<file path="src/rtl/decode_queue_stage.sv">
// decode_queue_stage: RV32I decode stage with an instruction queue between
// fetch and execute. The head entry is decoded combinationally and issued
// into the ID/EX register. Load-use hazards insert bubbles, and i_flush
// empties the stage.
// Optional build macro DECODE_ILLEGAL_TRAP_EN adds o_illegal for unknown
// opcodes and for reserved branch funct3 values.
//
// Handshakes (valid/ready):
//   - Fetch -> queue: a beat transfers on a clock edge where i_valid && o_ready.
//   - ID/EX -> execute: the contents transfer on an edge where o_valid && i_ready.
//   - A producer keeps its payload stable while valid is high and the
//     transfer has not happened. Valid never depends combinationally on ready.
module decode_queue_stage #(
    parameter int XLEN        = 32,
    parameter int QUEUE_DEPTH = 4,
    parameter int ALUOPS      = 4
) (
    input  logic                          i_clk,
    input  logic                          i_rst_n,
    input  logic [XLEN-1:0]               i_inst,
    input  logic [XLEN-1:0]               i_pc,
    input  logic                          i_valid,
    output logic                          o_ready,
    input  logic                          i_flush,
    output logic [4:0]                    o_rs1_addr,
    output logic [4:0]                    o_rs2_addr,
    input  logic [XLEN-1:0]               i_rs1_data,
    input  logic [XLEN-1:0]               i_rs2_data,
    output logic                          o_valid,
    input  logic                          i_ready,
    output logic [6:0]                    or_opcode,
    output logic [4:0]                    or_rd_addr,
    output logic [4:0]                    or_rs1_addr,
    output logic [4:0]                    or_rs2_addr,
    output logic [XLEN-1:0]               or_rs1_data,
    output logic [XLEN-1:0]               or_rs2_data,
    output logic [XLEN-1:0]               or_imm,
    output logic [2:0]                    or_funct3,
    output logic [6:0]                    or_funct7,
    output logic [ALUOPS-1:0]             or_alu_op,
    output logic [XLEN-1:0]               or_pc,
    output logic                          or_write_enable,
`ifdef DECODE_ILLEGAL_TRAP_EN
    output logic                          o_illegal,
`endif
    output logic [$clog2(QUEUE_DEPTH):0]  o_count
);
    localparam int PTR_W = $clog2(QUEUE_DEPTH);
    localparam int CNT_W = PTR_W + 1;

    localparam logic [6:0] OP_LUI    = 7'b0110111;
    localparam logic [6:0] OP_AUIPC  = 7'b0010111;
    localparam logic [6:0] OP_JAL    = 7'b1101111;
    localparam logic [6:0] OP_JALR   = 7'b1100111;
    localparam logic [6:0] OP_BRANCH = 7'b1100011;
    localparam logic [6:0] OP_LOAD   = 7'b0000011;
    localparam logic [6:0] OP_STORE  = 7'b0100011;
    localparam logic [6:0] OP_IMM    = 7'b0010011;
    localparam logic [6:0] OP_REG    = 7'b0110011;
    localparam logic [6:0] OP_FENCE  = 7'b0001111;
    localparam logic [6:0] OP_SYSTEM = 7'b1110011;

    localparam logic [ALUOPS-1:0] ALU_ADD  = ALUOPS'(0);
    localparam logic [ALUOPS-1:0] ALU_SUB  = ALUOPS'(1);
    localparam logic [ALUOPS-1:0] ALU_XOR  = ALUOPS'(2);
    localparam logic [ALUOPS-1:0] ALU_OR   = ALUOPS'(3);
    localparam logic [ALUOPS-1:0] ALU_AND  = ALUOPS'(4);
    localparam logic [ALUOPS-1:0] ALU_SLL  = ALUOPS'(5);
    localparam logic [ALUOPS-1:0] ALU_SRL  = ALUOPS'(6);
    localparam logic [ALUOPS-1:0] ALU_SRA  = ALUOPS'(7);
    localparam logic [ALUOPS-1:0] ALU_SLT  = ALUOPS'(8);
    localparam logic [ALUOPS-1:0] ALU_SLTU = ALUOPS'(9);
    localparam logic [ALUOPS-1:0] ALU_EQ   = ALUOPS'(10);
    localparam logic [ALUOPS-1:0] ALU_NEQ  = ALUOPS'(11);
    localparam logic [ALUOPS-1:0] ALU_GE   = ALUOPS'(12);
    localparam logic [ALUOPS-1:0] ALU_GEU  = ALUOPS'(13);

    typedef struct packed {
        logic [6:0]        opcode;
        logic [4:0]        rd;
        logic [4:0]        rs1;
        logic [4:0]        rs2;
        logic [XLEN-1:0]   rs1_data;
        logic [XLEN-1:0]   rs2_data;
        logic [XLEN-1:0]   imm;
        logic [2:0]        funct3;
        logic [6:0]        funct7;
        logic [ALUOPS-1:0] alu_op;
        logic [XLEN-1:0]   pc;
        logic              we;
`ifdef DECODE_ILLEGAL_TRAP_EN
        logic              illegal;
`endif
    } idex_t;

    logic [XLEN-1:0]  mem_inst_q [QUEUE_DEPTH];
    logic [XLEN-1:0]  mem_pc_q   [QUEUE_DEPTH];
    logic [PTR_W-1:0] rd_ptr_q, rd_ptr_d, wr_ptr_q, wr_ptr_d;
    logic [CNT_W-1:0] count_q, count_d;
    logic             valid_q, valid_d;
    idex_t            idex_q, idex_d, dec;

    logic [XLEN-1:0]   head_inst;
    logic [6:0]        head_op;
    logic [4:0]        head_rd, head_rs1, head_rs2;
    logic [2:0]        head_f3;
    logic [6:0]        head_f7;
    logic              head_valid, head_uses_rs2, hazard, issue, enq;
    logic [ALUOPS-1:0] arith_alu;

    assign head_inst  = mem_inst_q[rd_ptr_q];
    assign head_op    = head_inst[6:0];
    assign head_rd    = head_inst[11:7];
    assign head_f3    = head_inst[14:12];
    assign head_rs1   = head_inst[19:15];
    assign head_rs2   = head_inst[24:20];
    assign head_f7    = head_inst[31:25];
    assign head_valid = (count_q != '0);

    assign o_ready    = (count_q < CNT_W'(QUEUE_DEPTH));
    assign o_rs1_addr = head_rs1;
    assign o_rs2_addr = head_rs2;
    assign o_count    = count_q;

    // Only R, S and B formats actually read rs2; rs1 is compared unconditionally.
    assign head_uses_rs2 = (head_op == OP_REG) || (head_op == OP_STORE) || (head_op == OP_BRANCH);
    assign hazard = valid_q && (idex_q.opcode == OP_LOAD) && (idex_q.rd != 5'd0) && head_valid &&
                    ((head_rs1 == idex_q.rd) || (head_uses_rs2 && (head_rs2 == idex_q.rd)));
    assign issue  = head_valid && (!valid_q || i_ready) && !hazard;
    assign enq    = i_valid && o_ready && !i_flush;

    // ALU op shared by register-register and register-immediate arithmetic.
    always_comb begin
        arith_alu = ALU_ADD;
        case (head_f3)
            3'b000: arith_alu = ((head_op == OP_REG) && (head_f7 == 7'b0100000)) ? ALU_SUB : ALU_ADD;
            3'b001: arith_alu = ALU_SLL;
            3'b010: arith_alu = ALU_SLT;
            3'b011: arith_alu = ALU_SLTU;
            3'b100: arith_alu = ALU_XOR;
            3'b101: arith_alu = (head_f7 == 7'b0100000) ? ALU_SRA : ALU_SRL;
            3'b110: arith_alu = ALU_OR;
            default: arith_alu = ALU_AND;
        endcase
    end

    // Decode the queue head into the ID/EX payload; unknown opcodes become NOPs.
    always_comb begin
        dec          = '0;
        dec.opcode   = head_op;
        dec.rd       = head_rd;
        dec.rs1      = head_rs1;
        dec.rs2      = head_rs2;
        dec.rs1_data = i_rs1_data;
        dec.rs2_data = i_rs2_data;
        dec.funct3   = head_f3;
        dec.funct7   = head_f7;
        dec.pc       = mem_pc_q[rd_ptr_q];
        dec.alu_op   = ALU_ADD;
        case (head_op)
            OP_LUI, OP_AUIPC: begin
                dec.imm = {{(XLEN-31){head_inst[31]}}, head_inst[30:12], 12'b0};
                dec.we  = (head_rd != 5'd0);
            end
            OP_JAL: begin
                dec.imm = {{(XLEN-20){head_inst[31]}}, head_inst[19:12], head_inst[20],
                           head_inst[30:21], 1'b0};
                dec.we  = (head_rd != 5'd0);
            end
            OP_JALR, OP_LOAD: begin
                dec.imm = {{(XLEN-11){head_inst[31]}}, head_inst[30:20]};
                dec.we  = (head_rd != 5'd0);
            end
            OP_STORE: begin
                dec.imm = {{(XLEN-11){head_inst[31]}}, head_inst[30:25], head_inst[11:7]};
            end
            OP_BRANCH: begin
                dec.imm = {{(XLEN-12){head_inst[31]}}, head_inst[7], head_inst[30:25],
                           head_inst[11:8], 1'b0};
                case (head_f3)
                    3'b000: dec.alu_op = ALU_EQ;
                    3'b001: dec.alu_op = ALU_NEQ;
                    3'b100: dec.alu_op = ALU_SLT;
                    3'b101: dec.alu_op = ALU_GE;
                    3'b110: dec.alu_op = ALU_SLTU;
                    3'b111: dec.alu_op = ALU_GEU;
                    default: begin
                        dec.alu_op = ALU_ADD;
`ifdef DECODE_ILLEGAL_TRAP_EN
                        dec.illegal = 1'b1;
`endif
                    end
                endcase
            end
            OP_IMM: begin
                dec.imm    = {{(XLEN-11){head_inst[31]}}, head_inst[30:20]};
                dec.alu_op = arith_alu;
                dec.we     = (head_rd != 5'd0);
            end
            OP_REG: begin
                dec.alu_op = arith_alu;
                dec.we     = (head_rd != 5'd0);
            end
            OP_FENCE, OP_SYSTEM: begin
                dec.imm = '0;
            end
            default: begin
`ifdef DECODE_ILLEGAL_TRAP_EN
                dec.illegal = 1'b1;
`endif
            end
        endcase
    end

    // Queue pointer/occupancy next state; flush wins over enqueue and issue.
    always_comb begin
        rd_ptr_d = rd_ptr_q;
        wr_ptr_d = wr_ptr_q;
        count_d  = count_q;
        if (i_flush) begin
            rd_ptr_d = '0;
            wr_ptr_d = '0;
            count_d  = '0;
        end else begin
            if (enq)   wr_ptr_d = wr_ptr_q + PTR_W'(1);
            if (issue) rd_ptr_d = rd_ptr_q + PTR_W'(1);
            case ({enq, issue})
                2'b10:   count_d = count_q + CNT_W'(1);
                2'b01:   count_d = count_q - CNT_W'(1);
                default: count_d = count_q;
            endcase
        end
    end

    // ID/EX next state: flush clears valid, issue loads, accept without issue drains.
    always_comb begin
        valid_d = valid_q;
        idex_d  = idex_q;
        if (i_flush) begin
            valid_d = 1'b0;
        end else if (issue) begin
            valid_d = 1'b1;
            idex_d  = dec;
        end else if (valid_q && i_ready) begin
            valid_d = 1'b0;
        end
    end

    // Queue storage write port.
    always_ff @(posedge i_clk or negedge i_rst_n) begin
        if (!i_rst_n) begin
            for (int i = 0; i < QUEUE_DEPTH; i++) begin
                mem_inst_q[i] <= '0;
                mem_pc_q[i]   <= '0;
            end
        end else if (enq) begin
            mem_inst_q[wr_ptr_q] <= i_inst;
            mem_pc_q[wr_ptr_q]   <= i_pc;
        end
    end

    // State registers for queue control and the ID/EX stage.
    always_ff @(posedge i_clk or negedge i_rst_n) begin
        if (!i_rst_n) begin
            rd_ptr_q <= '0;
            wr_ptr_q <= '0;
            count_q  <= '0;
            valid_q  <= 1'b0;
            idex_q   <= '0;
        end else begin
            rd_ptr_q <= rd_ptr_d;
            wr_ptr_q <= wr_ptr_d;
            count_q  <= count_d;
            valid_q  <= valid_d;
            idex_q   <= idex_d;
        end
    end

    assign o_valid         = valid_q;
    assign or_opcode       = idex_q.opcode;
    assign or_rd_addr      = idex_q.rd;
    assign or_rs1_addr     = idex_q.rs1;
    assign or_rs2_addr     = idex_q.rs2;
    assign or_rs1_data     = idex_q.rs1_data;
    assign or_rs2_data     = idex_q.rs2_data;
    assign or_imm          = idex_q.imm;
    assign or_funct3       = idex_q.funct3;
    assign or_funct7       = idex_q.funct7;
    assign or_alu_op       = idex_q.alu_op;
    assign or_pc           = idex_q.pc;
    assign or_write_enable = idex_q.we;
`ifdef DECODE_ILLEGAL_TRAP_EN
    assign o_illegal       = idex_q.illegal;
`endif

endmodule

</file>
<file path="config.mk">
export PLATFORM = sky130hd
export DESIGN_NAME = decode_queue_stage
export DESIGN_NICKNAME = d
export VERILOG_FILES = /design/src/rtl/decode_queue_stage.sv
export SDC_FILE = /design/constraint.sdc
export NUM_CORES = 1
export LEC_CHECK = 0
export BUFFER_PORTS_ARGS = -buffer_cell sky130_fd_sc_hd__buf_2
export CAP_MARGIN = 20
export CORE_AREA = 2 2 181 183
export DETAILED_ROUTE_END_ITERATION = 6
export DIE_AREA = 0 0 183 185
export GPL_ROUTABILITY_DRIVEN = 1
export GPL_TIMING_DRIVEN = 0
export PLACE_DENSITY = 0.94
export SLEW_MARGIN = 30
export SYNTH_ARGS = -nofsm -noshare
export SYNTH_HDL_FRONTEND = slang
export SYNTH_SLANG_ARGS = --single-unit
</file>
<file path="constraint.sdc">
create_clock -name i_clk -period 8.16 [get_ports i_clk]
set_clock_uncertainty 0.1 [all_clocks]
set_input_delay 0.408 -clock i_clk [delete_from_list [all_inputs] [get_ports i_clk]]
set_output_delay 0.408 -clock i_clk [all_outputs]
set_load 0.005 [all_outputs]
</file>
==> impl_table.tex, run 1 <==
\begin{tabular}{lr}
\hline
Metric & Value \\
\hline
\multicolumn{2}{l}{\textbf{Drt}} \\
\quad 1st-pass router iterations & 5 \\
\quad Total via count after detailed routing & approximately 12000 \\
\quad DRC viols & 0 \\
\quad Top routing layer used & met5 \\
\quad Met1 layer wirelength in the final routing & about 19 mm \\
\quad Post-DRT Antenna Nets & 0 \\
\quad Wire length on met3 & roughly 3.5 mm \\
\quad Iter 0 DRT Violations & a little under 900 \\
\quad Average wire per cell in the routed design & between 20 and 25 um \\
\quad Post-detailed-route via-to-cell ratio & 5.90 \\
\quad WL final & 48.5 mm \\
\quad Routed met2 length & 24.2 mm \\
\multicolumn{2}{l}{\textbf{Timing}} \\
\quad Slew @ Worst Pin & around 900 ps \\
\quad WHS & 18.7 ps \\
\quad Worst rel slew slack & 0.402 \\
\quad Setup repair after global routing missed its margin & no \\
\quad Highest attainable clock frequency & 216 MHz \\
\quad Final cycle utilization of the critical path & 0.567 \\
\quad Final Max Tran Viols & 0 \\
\quad Clock period minus final worst setup slack & between 4000 and 5000 ps \\
\quad Final setup violation count & 0 \\
\quad Count of endpoints failing hold in the final timing report & 0 \\
\multicolumn{2}{l}{\textbf{Cells and area}} \\
\quad Area of the multi-input gates & around 7700 um2 \\
\quad Count of placed standard cells in the final layout, fillers left out & 2023 \\
\quad Layout cell share with drive strength beyond 1 & 0.561 \\
\quad Fillers & $\sim$2000 \\
\quad Signed area change from the synthesized netlist to the final layout & 21.5\% \\
\quad Storage element area & 10700 um2 \\
\quad Layout net count & approximately 1700 \\
\multicolumn{2}{l}{\textbf{Placed design}} \\
\quad Dpl hpwl & 32.1 mm \\
\quad Count of buffers from port buffering & about 310 \\
\quad Final Wtd Congestion & roughly 0.84 \\
\quad \# placed instances & 1894 \\
\multicolumn{2}{l}{\textbf{Critical path}} \\
\quad Worst reg-to-reg setup slack & approximately 3500 ps \\
\quad Kind of launch point of the worst setup path & register \\
\quad Endpoint arrival time on the critical path & between 4000 and 5000 ps \\
\quad Maximum fanout encountered on the critical timing path & 10 \\
\quad Required time worst endpoint & approximately 8500 ps \\
\quad Worst setup path class & reg -> reg \\
\quad Number of cell instances on the worst register-to-register path & 11 \\
\quad CP Launch Point & rd\_ptr\_q[1] \\
\quad Type of element capturing the critical path & register \\
\quad R2R Path Start & rd\_ptr\_q[1] \\
\quad Capture point of the worst reg-to-reg path & o\_count[2] \\
\multicolumn{2}{l}{\textbf{Floorplan}} \\
\quad Vertical extent of the die & roughly 190 um \\
\quad Die area & about 34000 um2 \\
\quad Width of the die & roughly 180 um \\
\quad Std-Cell Rows & 66 \\
\quad I/O pin cnt & between 300 and 400 \\
\quad Initial Util & 0.592 \\
\quad Placeable core region & roughly 32000 um2 \\
\multicolumn{2}{l}{\textbf{Yosys}} \\
\quad Most frequently used flop master after synthesis & sky130\_fd\_sc\_hd\_\_dfrtp\_1 \\
\quad Count of unique library cells instantiated by Yosys & around 50 \\
\quad Number of enable flip-flop cells after synthesis & 0 \\
\quad Yosys reg bits & $\sim$430 \\
\quad Netlist area before placement & approximately 19000 um2 \\
\quad Cells after synthesis & between 1000 and 1500 \\
\quad Sequential share of the synthesized area & 0.566 \\
\quad Multiplexer area fraction after synthesis & 0.352 \\
\quad Basic-gate share of the synthesized area counting and, or, nand and nor cells & 0.0242 \\
\quad Net count of the mapped netlist & around 1300 \\
\quad Post-synthesis share of cell area spent on xor and xnor gates & 0.00508 \\
\quad Adder-cell share of the synthesized area & 0.00369 \\
\quad Compound-Gate Fraction of Synth Area & 0.0197 \\
\quad Share of synthesized registers carrying an async set or reset & 1.00 \\
\quad Syn\_area\_per\_cell & 16.2 um2 \\
\quad Main combinational cell family by area after synthesis & multiplexers \\
\quad Total of warnings raised by yosys & 0 \\
\multicolumn{2}{l}{\textbf{Clock network}} \\
\quad Clock Latency Late Sink & $\sim$540 ps \\
\quad Clock tree from TritonCTS & built \\
\quad Clock buffers created by TritonCTS & 44 \\
\quad Number of buffers on the longest clock path & 3 \\
\quad Buffer count from post-CTS setup fixing & 0 \\
\quad Clock edge transition at the registers on the reported setup and hold paths & approximately 70 ps \\
\quad H-tree depth reported by CTS & 2 \\
\quad Root Buffer Master & sky130\_fd\_sc\_hd\_\_clkbuf\_16 \\
\quad Clock sinks & 429 \\
\multicolumn{2}{l}{\textbf{Min path}} \\
\quad Min-Delay Startpoint & i\_rs2\_data[5] \\
\quad Class of the most critical hold timing path & in -> reg \\
\quad Hold Path End & or\_rs2\_data[5] \\
\quad Instance count along the most critical hold path & 2 \\
\multicolumn{2}{l}{\textbf{Pwr}} \\
\quad Total power divided by cell area & just under 400 nW/um2 \\
\quad Max VDD drop & $\sim$240 uV \\
\quad Cell leakage power & 10.9 nW \\
\multicolumn{2}{l}{\textbf{GRT}} \\
\quad Maximum number of pins on one net before global-route repair & between 90 and 100 \\
\quad Total overflow reported by the global router & 0 \\
\quad Via count of the first global-routing pass & 12856 \\
\quad Initial antenna violation count & 14 \\
\quad Wire length of the first global-routing pass & approximately 75 mm \\
\quad GRT Util Overall & 0.288 \\
\multicolumn{2}{l}{\textbf{Run}} \\
\quad Max cap viols & 0 \\
\multicolumn{2}{l}{\textbf{Run status}} \\
\quad Run status & completed \\
\hline
\end{tabular}
-- layout by cell type, fill, tap and decap left out, types with 3 or more instances in the layout --
cell	Yosys	routed
sky130_fd_sc_hd__buf_16	0	5
sky130_fd_sc_hd__mux2_2	279	279
sky130_fd_sc_hd__clkbuf_1	40	47
sky130_fd_sc_hd__xnor2_1	10	10
sky130_fd_sc_hd__buf_4	11	11
sky130_fd_sc_hd__clkbuf_16	0	45
sky130_fd_sc_hd__buf_6	19	19
sky130_fd_sc_hd__clkinvlp_4	0	3
sky130_fd_sc_hd__nand4_1	5	5
sky130_fd_sc_hd__nor2_1	10	10
sky130_fd_sc_hd__mux2_4	130	130
sky130_fd_sc_hd__nand2b_1	6	6
sky130_fd_sc_hd__o22ai_1	3	3
sky130_fd_sc_hd__a22o_1	5	5
sky130_fd_sc_hd__ha_1	4	4
sky130_fd_sc_hd__buf_1	4	3
sky130_fd_sc_hd__nand2_1	17	17
sky130_fd_sc_hd__or4_1	8	8
sky130_fd_sc_hd__buf_2	5	316
sky130_fd_sc_hd__mux2_1	5	5
sky130_fd_sc_hd__inv_1	21	21
sky130_fd_sc_hd__o21ai_0	21	21
sky130_fd_sc_hd__a21o_1	12	12
sky130_fd_sc_hd__nand3_1	3	3
sky130_fd_sc_hd__clkinv_2	0	10
sky130_fd_sc_hd__clkbuf_8	0	11
sky130_fd_sc_hd__nor3_1	4	4
sky130_fd_sc_hd__and2_1	5	5
sky130_fd_sc_hd__dlygate4sd3_1	0	39
sky130_fd_sc_hd__o211ai_1	3	3
sky130_fd_sc_hd__a21oi_1	7	7
sky130_fd_sc_hd__mux4_2	64	64
sky130_fd_sc_hd__mux2i_1	9	9
sky130_fd_sc_hd__diode_2	0	10
sky130_fd_sc_hd__dfrtp_1	429	429
sky130_fd_sc_hd__nor2b_1	3	3
sky130_fd_sc_hd__and3_1	3	3
-- area by class of cell --
class,instances,share of cell area
well taps,408,0.0221
clock inverters,16,0.00613
inverters,21,0.00342
plain buffers,79,0.0212
multi-input cells,640,0.333
diodes,10,0.00108
flip-flops and latches,429,0.465
clock buffers,64,0.0567
repair buffers,356,0.0910
-- power breakdown --
| part | leakage [nW] | internal [mW] | switching [mW] |
|---|---|---|---|
| clock | 0.715 | 1.18 | 0.833 |
| sequential | 5.38 | 3.07 | 0.576 |
| combinational | 4.82 | 1.98 | 1.48 |
| total | 10.9 | 6.23 | 2.89 |
-- worst max path at each step --
stage,end,slack (ps),cells past startpoint
6_report,o_count[2],3530,11
5_1_grt,o_count[2],3390,11
3_5_place_dp,o_count[2],3660,11
3_3_place_gp,or_rs2_data[24],-1460,1
4_1_cts,o_count[2],3630,11
2_1_floorplan,o_count[2],4500,11
-- registers in the layout (all words and copies together) (netlist names) --
| signal | count |
|---|---|
| o_count | 3 |
| or_pc | 32 |
| or_rs1_addr | 5 |
| or_rs2_addr | 5 |
| or_imm | 32 |
| wr_ptr_q | 2 |
| or_funct7 | 7 |
| rd_ptr_q | 2 |
| or_rs2_data | 32 |
| o_valid | 1 |
| or_opcode | 7 |
| mem_pc_q | 128 |
| or_write_enable | 1 |
| or_funct3 | 3 |
| or_rd_addr | 5 |
| or_alu_op | 4 |
| mem_inst_q | 128 |
| or_rs1_data | 32 |
-- layer usage --
layer	vias up	global-route usage
met4	10	0.113
met3	112	0.0712
met1	6246	0.362
met2	481	0.484
li1	5089	-
met5	-	0
-- per-stage QoR --
stage               setup TNS, ps  total power [mW]  setup WS [ps]  instance area [um2]  utilization
floorplan                       0              5.80           4500                19000            -
global placement          -610190              6.80          -1460                21100        0.657
detailed placement              0              7.02           3660                21200        0.662
CTS                             0              9.10           3630                23000        0.719
global route                    0              9.56           3390                23100        0.720
finish                          0              9.12           3530                23100        0.720
-- Yosys cell counts (all sizes together) (3+ instances only) --
cell type  instances  area, um2
mux2i              9       90.1
a22o               5       43.8
o211ai             3       22.5
xnor2             10       87.6
nand2b             6       37.5
buf               39        337
nor3               4       20.0
inv               21       78.8
nand2             17       63.8
or4                8       60.1
a21o              12       90.1
ha                 4       50.1
a21oi              7       35.0
nor2b              3       18.8
nand3              3       15.0
o21ai             21        105
mux4              64       1440
mux2             414       5150
and2               5       31.3
o22ai              3       18.8
clkbuf            40        150
nand4              5       31.3
nor2              10       37.5
and3               3       18.8
dfrtp            429      10700
-- critical path, cell delays in order (launching register included) --
cell,delay (ps)
sky130_fd_sc_hd__dfrtp_1,420
sky130_fd_sc_hd__buf_2,350
sky130_fd_sc_hd__buf_1,640
sky130_fd_sc_hd__mux4_2,510
sky130_fd_sc_hd__nor2_1,450
sky130_fd_sc_hd__nand2_1,160
sky130_fd_sc_hd__or4_1,580
sky130_fd_sc_hd__nand2_1,150
sky130_fd_sc_hd__nor2_1,70
sky130_fd_sc_hd__fa_1,400
sky130_fd_sc_hd__or4_1,540
sky130_fd_sc_hd__o211ai_1,160
-- repair_timing --
item / CTS / global route
hold buffers: 38 / 1
resized for setup: 0 / 0
hold endpoints to repair: 73 / 1
-- cell families after synthesis --
kind of cell,count (synthesis)
xor+xnor,11
flops,429
simple gates,79
compound gates,58
fa+ha+maj,5
mux,487
buf+inv,100
No activity file was read; power rests on OpenSTA's default activity.
==> run 2, diff against run 1 <==
Settings changed: CORE_AREA 2 2 181 183 to 2 2 196 198, DIE_AREA 0 0 183 185 to 0 0 198 200, PLACE_DENSITY 0.94 to 0.86.
Clock period 8.16 ns to 4.1 ns, I/O delays scaled along.
==> run 2 against run 1 <==
Against the previous run:
- cell count up 9.6%
- utilization down 7.3 points
- sequential share of layout area down 2.2 points
- count of clock-buffer cells in the layout up 3
- largest power group unchanged
- final area up 5.0%
- fmax up 18%
- die area up 17%
- flip-flop and latch count unchanged
- clock power up 100%
- highest routed layer unchanged
- power up 100%
==> impl_table.tex, run 2 (synthesis results as in run 1) <==
\begin{tabular}{lr}
\hline
Metric & Value \\
\hline
\multicolumn{2}{l}{\textbf{Run status}} \\
\quad Run status & completed \\
\multicolumn{2}{l}{\textbf{Placed design}} \\
\quad Post-Place Worst Slack & -375 ps \\
\quad Final Wtd Congestion & about 0.81 \\
\quad Count of buffers from port buffering & 312 \\
\quad \# placed instances & $\sim$2000 \\
\quad Standard cell area after detailed placement & around 21000 um2 \\
\quad Dpl hpwl & between 30 and 40 mm \\
\multicolumn{2}{l}{\textbf{Clock network}} \\
\quad Clock edge transition at the registers on the reported setup and hold paths & roughly 70 ps \\
\quad Clock Latency Late Sink & $\sim$580 ps \\
\quad Number of buffers on the longest clock path & 3 \\
\quad Root Buffer Master & sky130\_fd\_sc\_hd\_\_clkbuf\_16 \\
\quad Clock buffers created by TritonCTS & 45 \\
\quad Clock tree from TritonCTS & built \\
\quad H-tree depth reported by CTS & 2 \\
\quad Clock sinks & between 400 and 500 \\
\multicolumn{2}{l}{\textbf{GRT}} \\
\quad GRT Util Overall & 0.254 \\
\quad Initial antenna violation count & 5 \\
\quad Via count of the first global-routing pass & $\sim$13000 \\
\quad Wire length of the first global-routing pass & $\sim$77 mm \\
\quad Maximum number of pins on one net before global-route repair & 91 \\
\quad Total overflow reported by the global router & 0 \\
\multicolumn{2}{l}{\textbf{Critical path}} \\
\quad Capture point of the worst reg-to-reg path & o\_count[2] \\
\quad Critical Path Max Stage Delay & 580 ps \\
\quad Maximum fanout encountered on the critical timing path & 10 \\
\quad Worst path buffer plus inverter count & 2 \\
\quad Total number of cells along the worst setup path & 11 \\
\quad Worst reg-to-reg setup slack & roughly 190 ps \\
\quad CP Launch Point & rd\_ptr\_q[0] \\
\quad Kind of launch point of the worst setup path & register \\
\quad Series of cell instances along the critical path & buf\_6 > buf\_6 > mux4\_2 > xor2\_1 > a2111o\_1 > or4\_4 > nand2\_2 > nor2\_1 > fa\_1 > or4\_1 > o211ai\_1 \\
\quad R2R Path Start & rd\_ptr\_q[0] \\
\quad Required time worst endpoint & between 4000 and 5000 ps \\
\quad Top cell family by delay on the critical path & simple AND/OR/NAND/NOR gates \\
\quad Worst setup path endpoint & o\_count[2] \\
\quad Worst-path cell with the longest stage delay & sky130\_fd\_sc\_hd\_\_or4\_4 \\
\quad Type of element capturing the critical path & register \\
\quad Worst setup path class & reg -> reg \\
\quad Cell repeated most along the worst path & sky130\_fd\_sc\_hd\_\_buf\_6 \\
\quad Number of cell instances on the worst register-to-register path & 11 \\
\quad Endpoint arrival time on the critical path & between 4000 and 5000 ps \\
\multicolumn{2}{l}{\textbf{Timing}} \\
\quad Setup\_tns & 0 ps \\
\quad Smallest setup slack after layout & 186 ps \\
\quad Highest attainable clock frequency & between 200 and 300 MHz \\
\quad Final setup violation count & 0 \\
\quad Worst rel slew slack & 0.365 \\
\quad Final cycle utilization of the critical path & 0.955 \\
\quad Count of endpoints failing hold in the final timing report & 0 \\
\quad Final Max Tran Viols & 0 \\
\quad Slew @ Worst Pin & 943 ps \\
\quad WHS & 111 ps \\
\quad Clock period minus final worst setup slack & $\sim$3900 ps \\
\quad Setup repair after global routing missed its margin & no \\
\multicolumn{2}{l}{\textbf{Floorplan}} \\
\quad I/O pin cnt & approximately 310 \\
\quad Initial Util & 0.508 \\
\quad Width of the die & 198 um \\
\quad Vertical extent of the die & around 200 um \\
\quad Placeable core region & approximately 37000 um2 \\
\quad Std-Cell Rows & between 70 and 80 \\
\quad Die area & 39600 um2 \\
\multicolumn{2}{l}{\textbf{Cells and area}} \\
\quad Post-route cell area & approximately 24000 um2 \\
\quad Signed area change from the synthesized netlist to the final layout & 27.6\% \\
\quad Count of placed standard cells in the final layout, fillers left out & about 2200 \\
\quad Layout net count & about 1800 \\
\quad Most frequent standard cell in the layout excluding fill and tap cells & sky130\_fd\_sc\_hd\_\_dfrtp\_1 \\
\quad Top library cells by usage in the layout, fill and taps aside & sky130\_fd\_sc\_hd\_\_dfrtp\_1, sky130\_fd\_sc\_hd\_\_buf\_2, sky130\_fd\_sc\_hd\_\_mux2\_2, sky130\_fd\_sc\_hd\_\_dlygate4sd3\_1, sky130\_fd\_sc\_hd\_\_mux2\_4 \\
\quad Fillers & about 2600 \\
\quad Registers with the highest flip-flop counts & mem\_inst\_q: 128 flops, mem\_pc\_q: 128 flops \\
\quad Layout cell share with drive strength beyond 1 & 0.531 \\
\quad Final core occ & 0.647 \\
\multicolumn{2}{l}{\textbf{Pwr}} \\
\quad Cell leakage power & 11.3 nW \\
\quad Total power divided by cell area & 757 nW/um2 \\
\quad Overall power after layout & roughly 18 mW \\
\quad Max VDD drop & roughly 410 uV \\
\multicolumn{2}{l}{\textbf{Min path}} \\
\quad Class of the most critical hold timing path & in -> async \\
\multicolumn{2}{l}{\textbf{Run}} \\
\quad Max cap viols & 0 \\
\multicolumn{2}{l}{\textbf{Drt}} \\
\quad Total via count after detailed routing & 12059 \\
\quad Iter 0 DRT Violations & 645 \\
\quad Average wire per cell in the routed design & around 22 um \\
\quad DRC viols & 0 \\
\quad Post-DRT Antenna Nets & 0 \\
\quad WL final & 49.5 mm \\
\quad Post-detailed-route via-to-cell ratio & 5.44 \\
\quad 1st-pass router iterations & 5 \\
\hline
\end{tabular}
run 2: changes by cell type in the layout (fill, tap and decap cells not counted), moves of 2 or more:
cell / before / now
sky130_fd_sc_hd__buf_4: 11 / 15
sky130_fd_sc_hd__clkbuf_1: 47 / 51
sky130_fd_sc_hd__clkbuf_16: 45 / 47
sky130_fd_sc_hd__clkbuf_8: 11 / 8
sky130_fd_sc_hd__clkinv_2: 10 / 7
sky130_fd_sc_hd__clkinvlp_4: 3 / 1
sky130_fd_sc_hd__diode_2: 10 / 3
sky130_fd_sc_hd__dlygate4sd3_1: 39 / 132
sky130_fd_sc_hd__inv_6: 0 / 2
run 2: routing by layer:
metal / up-vias / track usage / routed length (um)
li1: 5283 / - / -
met1: 6267 / 0.318 / 20200
met2: 387 / 0.423 / 24000
met3: 118 / 0.0714 / 3480
met4: 4 / 0.0994 / 1860
met5: - / 0 / 30
run 2: area by class of cell:
cell class                 count  area (um2)  area share
antenna                        3        7.51    0.000310
buffer                        79         495      0.0205
clock buffer                  67        1330      0.0550
clock inverter                13         150     0.00620
inverter                      21        78.8     0.00326
multi-input combinational    640        7690       0.318
sequential                   429       10700       0.443
tap                          511         639      0.0264
timing repair buffer         454        3080       0.127
run 2: what timing repair did:
item | in CTS | in global routing
buffers inserted | 1 | 3
hold endpoints to repair | 524 | 0
setup endpoints to repair | 31 | 2
pin swaps | 0 | 0
gates resized for setup | 4 | 3
hold buffers | 133 | 0
run 2: worst min-delay path by stage:
stage	start	to	depth (start not counted)
2_1_floorplan	i_rst_n	mem_inst_q[0]	0
5_1_grt	i_rst_n	mem_pc_q[14]	3
4_1_cts	i_rst_n	mem_pc_q[50]	3
6_report	i_rst_n	mem_pc_q[50]	3
3_5_place_dp	i_rst_n	mem_pc_q[47]	1
3_3_place_gp	i_rs2_data[14]	or_rs2_data[14]	2
run 2: power by group:
group	total, mW	internal (mW)	leakage, nW	switching, mW
Sequential	7.20	6.11	5.38	1.09
Clock	4.12	2.43	0.730	1.69
Combinational	7.00	4.05	5.24	2.95
Total	18.3	12.6	11.3	5.73
run 2: worst register-to-register path: stages, from the launching register on:
cell	delay (ps)
sky130_fd_sc_hd__dfrtp_1	350
sky130_fd_sc_hd__buf_6	140
sky130_fd_sc_hd__buf_6	200
sky130_fd_sc_hd__mux4_2	570
sky130_fd_sc_hd__xor2_1	170
sky130_fd_sc_hd__a2111o_1	430
sky130_fd_sc_hd__or4_4	580
sky130_fd_sc_hd__nand2_2	120
sky130_fd_sc_hd__nor2_1	70
sky130_fd_sc_hd__fa_1	400
sky130_fd_sc_hd__or4_1	520
sky130_fd_sc_hd__o211ai_1	160
